<file path="src/rtl/ascii_pkg.sv">
// Shared ASCII definitions for the Random Number Game message reader and writer.
// Contents: parser state enum, character constants, byte classification helpers.
package ascii_pkg;

  typedef enum logic [2:0] {
    IDLE = 3'd0,
    POP  = 3'd1,
    CAPT = 3'd2,
    EVAL = 3'd3,
    ECHO = 3'd4
  } ascii_state_e;

  localparam logic [7:0] ASCII_0  = 8'h30;
  localparam logic [7:0] ASCII_9  = 8'h39;
  localparam logic [7:0] ASCII_CR = 8'h0D;
  localparam logic [7:0] ASCII_LF = 8'h0A;

  function automatic logic is_digit(input logic [7:0] b);
    return (b >= ASCII_0) && (b <= ASCII_9);
  endfunction

  function automatic logic is_term(input logic [7:0] b);
    return (b == ASCII_CR) || (b == ASCII_LF);
  endfunction

endpackage

</file>
<file path="src/rtl/ascii_dec_accum.sv">
// Decimal line accumulator: acc = acc*10 + digit with length and range checks.
// Ports: clk, reset_n (async, active-low); digit/load add a digit, bad marks the
// line rejected, clear starts a new line (highest priority); acc/ndig/err are the
// line state; active_next_c is the combinational "line partially received" value
// the state will hold after this edge.
module ascii_dec_accum #(
  parameter int unsigned MAX_DIGITS = 4,
  parameter int unsigned W          = 14,
  localparam int unsigned NDW       = $clog2(MAX_DIGITS + 1)
) (
  input  logic           clk,
  input  logic           reset_n,
  input  logic [3:0]     digit,
  input  logic           load,
  input  logic           bad,
  input  logic           clear,
  output logic [W-1:0]   acc,
  output logic [NDW-1:0] ndig,
  output logic           err,
  output logic           active_next_c
);

  localparam int unsigned XW = W + 4;

  logic [XW-1:0]  prod;
  logic [W-1:0]   acc_d;
  logic [NDW-1:0] ndig_d;
  logic           err_d;

  // x10 as shift-add; W+4 bits hold (2^W-1)*10+9 without wrapping
  always_comb begin
    prod          = (XW'(acc) << 3) + (XW'(acc) << 1) + XW'(digit);
    acc_d         = acc;
    ndig_d        = ndig;
    err_d         = err;
    if (clear) begin
      acc_d  = '0;
      ndig_d = '0;
      err_d  = 1'b0;
    end else if (bad) begin
      err_d = 1'b1;
    end else if (load && !err) begin
      if ((ndig == NDW'(MAX_DIGITS)) || (prod[XW-1:W] != '0)) begin
        err_d = 1'b1;
      end else begin
        acc_d  = prod[W-1:0];
        ndig_d = ndig + NDW'(1);
      end
    end
    active_next_c = (ndig_d != '0) || err_d;
  end

  always_ff @(posedge clk or negedge reset_n) begin
    if (!reset_n) begin
      acc  <= '0;
      ndig <= '0;
      err  <= 1'b0;
    end else begin
      acc  <= acc_d;
      ndig <= ndig_d;
      err  <= err_d;
    end
  end

endmodule

</file>
<file path="src/rtl/ascii_rx_parser.sv">
// Drains the UART RX FIFO and parses CR/LF-terminated decimal lines into guesses.
// Ports: clk, reset_n (async, active-low); rx_empty/rx_data/rd_en FIFO read side;
// guess + guess_valid strobe or parse_err strobe per terminated line; busy while
// a byte is in flight or a line is partially received.
// Optional ASCII_ECHO_EN: adds tx_full/tx_data/tx_wr_en and echoes every byte.
module ascii_rx_parser
  import ascii_pkg::*;
#(
  parameter int unsigned MAX_DIGITS = 4,
  parameter int unsigned W          = 14
) (
  input  logic         clk,
  input  logic         reset_n,
  input  logic         rx_empty,
  input  logic [7:0]   rx_data,
`ifdef ASCII_ECHO_EN
  input  logic         tx_full,
  output logic [7:0]   tx_data,
  output logic         tx_wr_en,
`endif
  output logic         rd_en,
  output logic [W-1:0] guess,
  output logic         guess_valid,
  output logic         parse_err,
  output logic         busy
);

  localparam int unsigned NDW = $clog2(MAX_DIGITS + 1);

  ascii_state_e   state, state_d;
  logic [7:0]     byte_q, byte_d;
  logic [W-1:0]   guess_d;
  logic           rd_en_d, gv_d, perr_d, busy_d;
  logic           acc_load, acc_bad, acc_clear, line_active_c;
  logic [W-1:0]   acc;
  logic [NDW-1:0] ndig;
  logic           err;
`ifdef ASCII_ECHO_EN
  logic [7:0]     tx_data_d;
  logic           tx_wr_en_d;
`endif

  ascii_dec_accum #(.MAX_DIGITS(MAX_DIGITS), .W(W)) u_accum (
    .clk           (clk),
    .reset_n       (reset_n),
    .digit         (byte_q[3:0]),
    .load          (acc_load),
    .bad           (acc_bad),
    .clear         (acc_clear),
    .acc           (acc),
    .ndig          (ndig),
    .err           (err),
    .active_next_c (line_active_c)
  );

  // Next state, accumulator control and next values of the registered outputs
  always_comb begin
    state_d    = state;
    byte_d     = byte_q;
    guess_d    = guess;
    gv_d       = 1'b0;
    perr_d     = 1'b0;
    acc_load   = 1'b0;
    acc_bad    = 1'b0;
    acc_clear  = 1'b0;
`ifdef ASCII_ECHO_EN
    tx_data_d  = tx_data;
    tx_wr_en_d = 1'b0;
`endif
    case (state)
      IDLE: if (!rx_empty) state_d = POP;
      POP:  state_d = CAPT;
      CAPT: begin
        byte_d  = rx_data;
        state_d = EVAL;
      end
      EVAL: begin
        if (is_term(byte_q)) begin
          // Empty line (e.g. LF after CR) produces no strobe
          acc_clear = 1'b1;
          if (err) begin
            perr_d = 1'b1;
          end else if (ndig != '0) begin
            gv_d    = 1'b1;
            guess_d = acc;
          end
        end else if (is_digit(byte_q)) begin
          acc_load = 1'b1;
        end else begin
          acc_bad = 1'b1;
        end
`ifdef ASCII_ECHO_EN
        state_d = ECHO;
`else
        state_d = IDLE;
`endif
      end
`ifdef ASCII_ECHO_EN
      ECHO: begin
        if (!tx_full) begin
          tx_wr_en_d = 1'b1;
          tx_data_d  = byte_q;
          state_d    = IDLE;
        end
      end
`endif
      default: state_d = IDLE;
    endcase
    rd_en_d = (state_d == POP);
    busy_d  = (state_d != IDLE) || line_active_c;
  end

  always_ff @(posedge clk or negedge reset_n) begin
    if (!reset_n) begin
      state       <= IDLE;
      byte_q      <= '0;
      guess       <= '0;
      rd_en       <= 1'b0;
      guess_valid <= 1'b0;
      parse_err   <= 1'b0;
      busy        <= 1'b0;
`ifdef ASCII_ECHO_EN
      tx_data     <= '0;
      tx_wr_en    <= 1'b0;
`endif
    end else begin
      state       <= state_d;
      byte_q      <= byte_d;
      guess       <= guess_d;
      rd_en       <= rd_en_d;
      guess_valid <= gv_d;
      parse_err   <= perr_d;
      busy        <= busy_d;
`ifdef ASCII_ECHO_EN
      tx_data     <= tx_data_d;
      tx_wr_en    <= tx_wr_en_d;
`endif
    end
  end

endmodule

</file>
<file path="config.mk">
export PLATFORM = sky130hd
export DESIGN_NAME = ascii_rx_parser
export DESIGN_NICKNAME = d
export VERILOG_FILES = /design/src/rtl/ascii_pkg.sv /design/src/rtl/ascii_dec_accum.sv /design/src/rtl/ascii_rx_parser.sv
export SDC_FILE = /design/constraint.sdc
export NUM_CORES = 1
export LEC_CHECK = 0
export CELL_PAD_IN_SITES_DETAIL_PLACEMENT = 0
export CELL_PAD_IN_SITES_GLOBAL_PLACEMENT = 1
export CORE_ASPECT_RATIO = 0.75
export CORE_UTILIZATION = 40
export CTS_BUF_LIST = sky130_fd_sc_hd__clkbuf_4 sky130_fd_sc_hd__clkbuf_8 sky130_fd_sc_hd__clkbuf_16
export DETAILED_ROUTE_END_ITERATION = 10
export GPL_ROUTABILITY_DRIVEN = 0
export GPL_TIMING_DRIVEN = 0
export PLACE_DENSITY_LB_ADDON = 0.1
export SKIP_CTS_REPAIR_TIMING = 1
export SLEW_MARGIN = 20
export SYNTH_ARGS = -nofsm -noshare
export SYNTH_HDL_FRONTEND = slang
export SYNTH_SLANG_ARGS = --single-unit
</file>
<file path="constraint.sdc">
create_clock -name clk -period 3.6 [get_ports clk]
set_input_delay 0.54 -clock clk [delete_from_list [all_inputs] [get_ports clk]]
set_output_delay 0.54 -clock clk [all_outputs]
set_load 0.05 [all_outputs]
</file>
Yosys cells after proc, flatten, opt, wreduce, memory -nomap -nowiden --
Cells that the tools add are included.
Storage, ports and cells: word-level logic and storage cells 69, flip-flop bits (word level) 47, output and inout bits 18
Operators by class: bitwise gates (word level) 1, $add $sub $neg 3, mux-type cells 29, order comparisons 2, equal/unequal tests 9, reductions and logical operators 15
Operators with widths (number):
- 2-to-1 mux 14 bit | 4
- 2-to-1 mux 1 bit | 19
- adder 17 x 15 -> 18 bit | 1
- adder 18 x 4 -> 18 bit | 1
- == test 8 x 4 -> 1 bit (second input constant) | 2
- 2-to-1 mux 3 bit | 5
- case mux 3 bit (3 select lines) | 1
- nonzero test 3 bit | 3
- >= comparator 8 x 6 -> 1 bit (second input constant) | 1
- less-or-equal comparator 8 x 6 -> 1 bit (second input constant) | 1
- == test 3 x 1 -> 1 bit (second input constant) | 2
- == test 3 x 2 -> 1 bit (second input constant) | 2
- logical OR 1 bit | 4
- AND reduction 4 bit | 1
- nonzero test 4 bit | 1
- adder 3 x 1 -> 3 bit (second input constant) | 1
- == test 3 bit (second input constant) | 1
- logical NOT 3 bit | 1
- AND reduction 3 bit | 1
- logical AND 1 bit | 2
- != test 2 x 1 -> 1 bit (second input constant) | 1
- != test 2 bit (second input constant) | 1
- nonzero test 2 bit | 1
- logical NOT 1 bit | 1
- inverter 1 bit | 1

Longest topological paths before layout --
depth after elaboration 12, depth in mapped cells 13, depth with buffers taken out 12

Hierarchy --
From an unflattened synthesis, not the netlist that was laid out.
Second synthesis, totals: cells, all modules 275, area, all modules 3001.6 µm²
By module, submodules not included:
- ascii_dec_accum | times used 1, cells an instance 195, area an instance 1781.7 µm², sequential area each 450.4 µm²
- ascii_rx_parser | times used 1, cells an instance 80, area an instance 1219.9 µm², sequential area each 725.7 µm²

Worst setup path before layout --
No wires, ideal clock.
path type reg-to-reg, start reg u_accum.acc[0], end reg u_accum.acc[11], slack 0.732 ns, library setup time 0.079 ns, buffers on the path 1, clock period less this slack 2.868 ns, cell stages (with the launch flop) 13, arrival time 2.789 ns, path through dfrtp_1 > inv_1 > fa_1 > fa_1 > nor2b_2 > o211ai_4 > a21oi_4 > o32ai_1 > xor2_1 > nand4_2 > nor2_4 > buf_6 > mux2i_1
Between the ends: word-level cells in the longest chain between the ends 6, elaborated cells on any way between the ends 10
Ends and longest elaborated chain:
- start: declaration | RTL line ascii_dec_accum.sv:17 | output logic [W-1:0] acc,
- start signal: assignment | RTL line ascii_dec_accum.sv:55 | acc <= '0;
- start signal: assignment | RTL line ascii_dec_accum.sv:59 | acc <= acc_d;
- adder 17 x 15 -> 18 bit * | RTL line ascii_dec_accum.sv:32 | prod = (XW'(acc) << 3) + (XW'(acc) << 1) + XW'(digit);
- adder 18 x 4 -> 18 bit * | RTL line ascii_dec_accum.sv:32
- nonzero test 4 bit / 2-to-1 mux 14 bit (equally long branches) | RTL line ascii_dec_accum.sv:43 | if ((ndig == NDW'(MAX_DIGITS)) || (prod[XW-1:W] != '0)) begin
- logical OR 1 bit / 2-to-1 mux 14 bit (equally long branches) | RTL line ascii_dec_accum.sv:43, ascii_dec_accum.sv:42
- != test 2 bit (no source line) / 2-to-1 mux 14 bit (equally long branches)
- AND reduction 3 bit (no source line) / 2-to-1 mux 14 bit (equally long branches)
Mark *: on every way between the ends. The rest lies on a longest branch, timed or not. The select of a mux whose other input is x is not followed. A chain may end at the register's enable or synchronous reset.

Worst setup path in the final report --
start reg u_accum.acc[0], end reg busy
Between the ends: word-level cells in the longest chain between the ends 11, elaborated cells on any way between the ends 15
Ends and longest elaborated chain:
- adder 17 x 15 -> 18 bit * | RTL line ascii_dec_accum.sv:32
- adder 18 x 4 -> 18 bit * | RTL line ascii_dec_accum.sv:32
- nonzero test 4 bit * | RTL line ascii_dec_accum.sv:43
- logical OR 1 bit * | RTL line ascii_dec_accum.sv:43
- 2-to-1 mux 3 bit | RTL line ascii_dec_accum.sv:43
- 2-to-1 mux 3 bit | RTL line ascii_dec_accum.sv:42 | end else if (load && !err) begin
- 2-to-1 mux 3 bit | RTL line ascii_dec_accum.sv:40 | end else if (bad) begin
- 2-to-1 mux 3 bit | RTL line ascii_dec_accum.sv:36 | if (clear) begin
- nonzero test 3 bit | RTL line ascii_dec_accum.sv:50 | active_next_c = (ndig_d != '0) || err_d;
- logical OR 1 bit * | RTL line ascii_dec_accum.sv:50
- logical OR 1 bit * | RTL line ascii_rx_parser.sv:110 | busy_d = (state_d != IDLE) || line_active_c;
- net busy_d | RTL line ascii_rx_parser.sv:33 | logic rd_en_d, gv_d, perr_d, busy_d;
- end signal: assignment | RTL line ascii_rx_parser.sv:133 | busy <= busy_d;
- end: declaration | RTL line ascii_rx_parser.sv:25 | output logic busy
The timed path passes the listed nets; every way through them passes the cells marked *.

==> flow_summary.json <==
{
  "detail_route.wl_per_cell_um": 14.7,
  "count_of_pins_over_their_slew_limit": 0,
  "power-per-cell-area_nw_per_um2": 352,
  "vdd.ir_drop.worst_mv": 0.176,
  "tritoncts_buffer_count": 5,
  "io_buffers": 28,
  "core_region_sq_um": 6900,
  "site_row_count": 26,
  "largest_net_degree_at_the_start_of_global_routing": 48,
  "fin_tns_setup_ns": 0,
  "setup_slack_of_the_most_critical_reg_to_reg_path_ns": 0.23,
  "finalWirelength_um": 6480,
  "worstHoldPathType": "in2async",
  "min_period_over_period_pct": 93.7,
  "cp.required_ns": 3.77,
  "power.share.switching_pct": 30.7,
  "psw_w": 0.000368,
  "cts_num_sinks": 47,
  "crit_path_start_kind": "flip-flop",
  "grt_pass1_wl_um": 10700,
  "vias": 2250,
  "synth_flop_cell": "dfrtp_1",
  "mappedNetlistNets": 347,
  "initial_core_util_pct": 42.0,
  "detailedRoute.firstIterationViolations": 77,
  "drv.max_cap_violation_count": 0,
  "synth_enable_flop_cells": 0,
  "post_synth.cell_area_avg_sq_um": 9.51,
  "antennaDiodeCount": 0,
  "layout_min_cycle_time_ns": 3.37,
  "antenna_found_initial": 0,
  "rr_endpoint": "busy",
  "power.sequential.fraction_pct": 53.2,
  "drt.antenna.violating_nets": 0,
  "synth-async-reset-ratio_pct": 100,
  "synth_cells": 305,
  "ys_types": 48,
  "flow.area_growth_from_synthesis_pct": 17.5,
  "number_of_register_bits_inferred_by_synthesis": 47,
  "cts.path.max_buffers": 2,
  "drive_gt1_share_pct": 11.7,
  "critical_path_arrival_ns": 3.54,
  "num_io_pins": 29,
  "timing.slew.headroom_pct": 51.6,
  "post_synth_instance_area_sq_um": 2900,
  "tritoncts": "yes",
  "worst_pin_slew_ns": 0.720,
  "die_y_um": 75.7,
  "hold_viol": 0,
  "setup.worst_path.end_class": "flip-flop",
  "total_leakage_power_nw": 1.58,
  "cell_internal_pwr_w": 0.000829,
  "rsz0062_at_grt": "false",
  "htree_levels": 2,
  "combinationalPowerShare_pct": 19.8,
  "regToRegStartpoint": "u_accum.acc[0]",
  "drcViolationCount": 0,
  "die_w_um": 100,
  "detailedRoute.firstPassIterationCount": 4,
  "cts.reportedPaths.clkPinSlew_ns": 0.09,
  "max_clock_freq_mhz": 297,
  "grt_pass1_vias": 2068,
  "grt.overflow.total": 0,
  "setup.worst_path.class": "reg2reg",
  "die_area_sq_um": 7600,
  "reg2reg_depth": 13,
  "grt_usage_pct": 18.7,
  "setup_viol": 0,
  "cts-root-buf": "clkbuf_8",
  "detailed_placement_hpwl_um": 4870,
  "worst-path-max-fanout": 4,
  "vias_per_cell": 5.11,
  "clk_lat_worst_skew_ns": 0.30,
  "report.power.total_w": 0.00120,
  "clockPowerShare_pct": 27.0,
  "yosysSeqAreaShare_pct": 40.6,
  "worst_clock_skew_ns": 0.00441,
  "run_status": "finished clean",
  "nNetsFinal": 383,
  "synth_warnings": 0
}
-- sequential cells by signal (all words and copies together), names as in the netlist --
signal        flops
u_accum.err       1
u_accum.acc      14
state             3
busy              1
guess_valid       1
parse_err         1
guess            14
u_accum.ndig      3
rd_en             1
byte_q            8
-- cell type report --
cell class                      count  area, sq um
Buffer                              6         41.3
Clock buffer                        5         68.8
Clock inverter                      3         18.8
Fill cell                         688         3490
Inverter                           16         60.1
Multi-Input combinational cell    236         1630
Sequential cell                    47         1180
Tap cell                           98          123
Timing Repair Buffer               29          285
-- worst max-delay path, cell delays in order (launching register included) --
cell	delay, ns
dfrtp_1	0.39
inv_1	0.12
fa_1	0.57
inv_1	0.06
ha_1	0.28
a21oi_1	0.22
o211ai_1	0.26
a41oi_1	0.27
nand2_1	0.10
xnor2_1	0.23
nand4_2	0.19
buf_4	0.20
nor4_2	0.20
o221ai_1	0.15
-- power groups by stage --
stage	clock (W)	combinational, W	sequential (W)
detailed placement	0	0.000235	0.000647
global placement	0	0.000234	0.000647
CTS	0.000339	0.000237	0.000636
finish	0.000324	0.000237	0.000637
floorplan	0	0.000148	0.000653
global route	0.000354	0.000265	0.000645
-- synth_stat cells (2+ instances only) --
master	n	area, sq um
nand2_1	65	244
dfrtp_1	47	1180
ha_1	29	363
o21ai_0	18	90.1
nand3_1	17	85.1
inv_1	16	60.1
nor2_1	15	56.3
a21oi_1	11	55.1
xnor2_1	10	87.6
mux2_2	7	78.8
mux2i_1	6	60.1
a211oi_1	5	37.5
o211ai_1	4	30.0
clkbuf_1	3	11.3
nor2b_1	3	18.8
nor3_1	3	15.0
nor4_1	3	18.8
or2_2	3	18.8
a211o_2	2	20.0
a21o_1	2	15.0
a21oi_2	2	17.5
a41oi_1	2	17.5
and3_1	2	12.5
buf_6	2	22.5
fa_1	2	40.0
o21bai_1	2	15.0
or4_1	2	15.0
xor2_1	2	17.5
-- worst max-delay path by stage --
stage | startpoint | endpoint
global route | u_accum.acc[0] | busy
global placement | u_accum.acc[0] | u_accum.acc[11]
finish | u_accum.acc[0] | busy
floorplan | u_accum.acc[0] | u_accum.acc[11]
detailed placement | u_accum.acc[0] | u_accum.acc[11]
CTS | u_accum.acc[0] | u_accum.acc[11]
-- metal layers --
metal  routed length, um  GRT usage (%)  vias to the layer above
met5                   0              0                        -
met4                   7           3.86                        0
met3                 218           3.12                        2
met2                2560           25.6                       36
met1                3700           30.2                     1068
li1                    -              -                     1144
-- layout by cell type (no fill, tap or decap), types with 7 or more instances in the layout --
master,synthesis,final
xnor2_1,10,10
ha_1,29,29
inv_1,16,16
dfrtp_1,47,47
clkdlybuf4s50_1,0,27
nand2_1,65,65
mux2_2,7,7
nor2_1,15,15
o21ai_0,18,18
nand3_1,17,17
a21oi_1,11,11
-- logic make-up (layout without fill, tap and decap cells) --
family                   count (synthesis)  after routing  share of synthesized area (%)
adder cells (fa/ha/maj)                 31             31                           13.9
AND/OR/NAND/NOR                        122            122                           19.8
XOR/XNOR                                12             12                           3.63
buffers and inverters                   22             59                           3.50
flip-flops                              47             47                           40.6
other                                    1              1                          0.129
AO/OA/AOI/OAI                           57             57                           13.7
multiplexers                            13             13                           4.79
-- per-stage QoR --
step	hold WS (ns)	utilization [%]	std cells	cell area [sq um]	setup slack, ns
floorplan	0.244	-	305	2900	0.732
global placement	0.458	47.9	431	3300	0.300
detailed placement	0.464	47.8	431	3300	0.276
CTS	0.272	49.1	439	3390	0.228
global route	0.285	49.4	440	3410	0.0393
finish	0.237	49.4	440	3410	0.228
No activity file was read; power rests on OpenSTA's default activity.
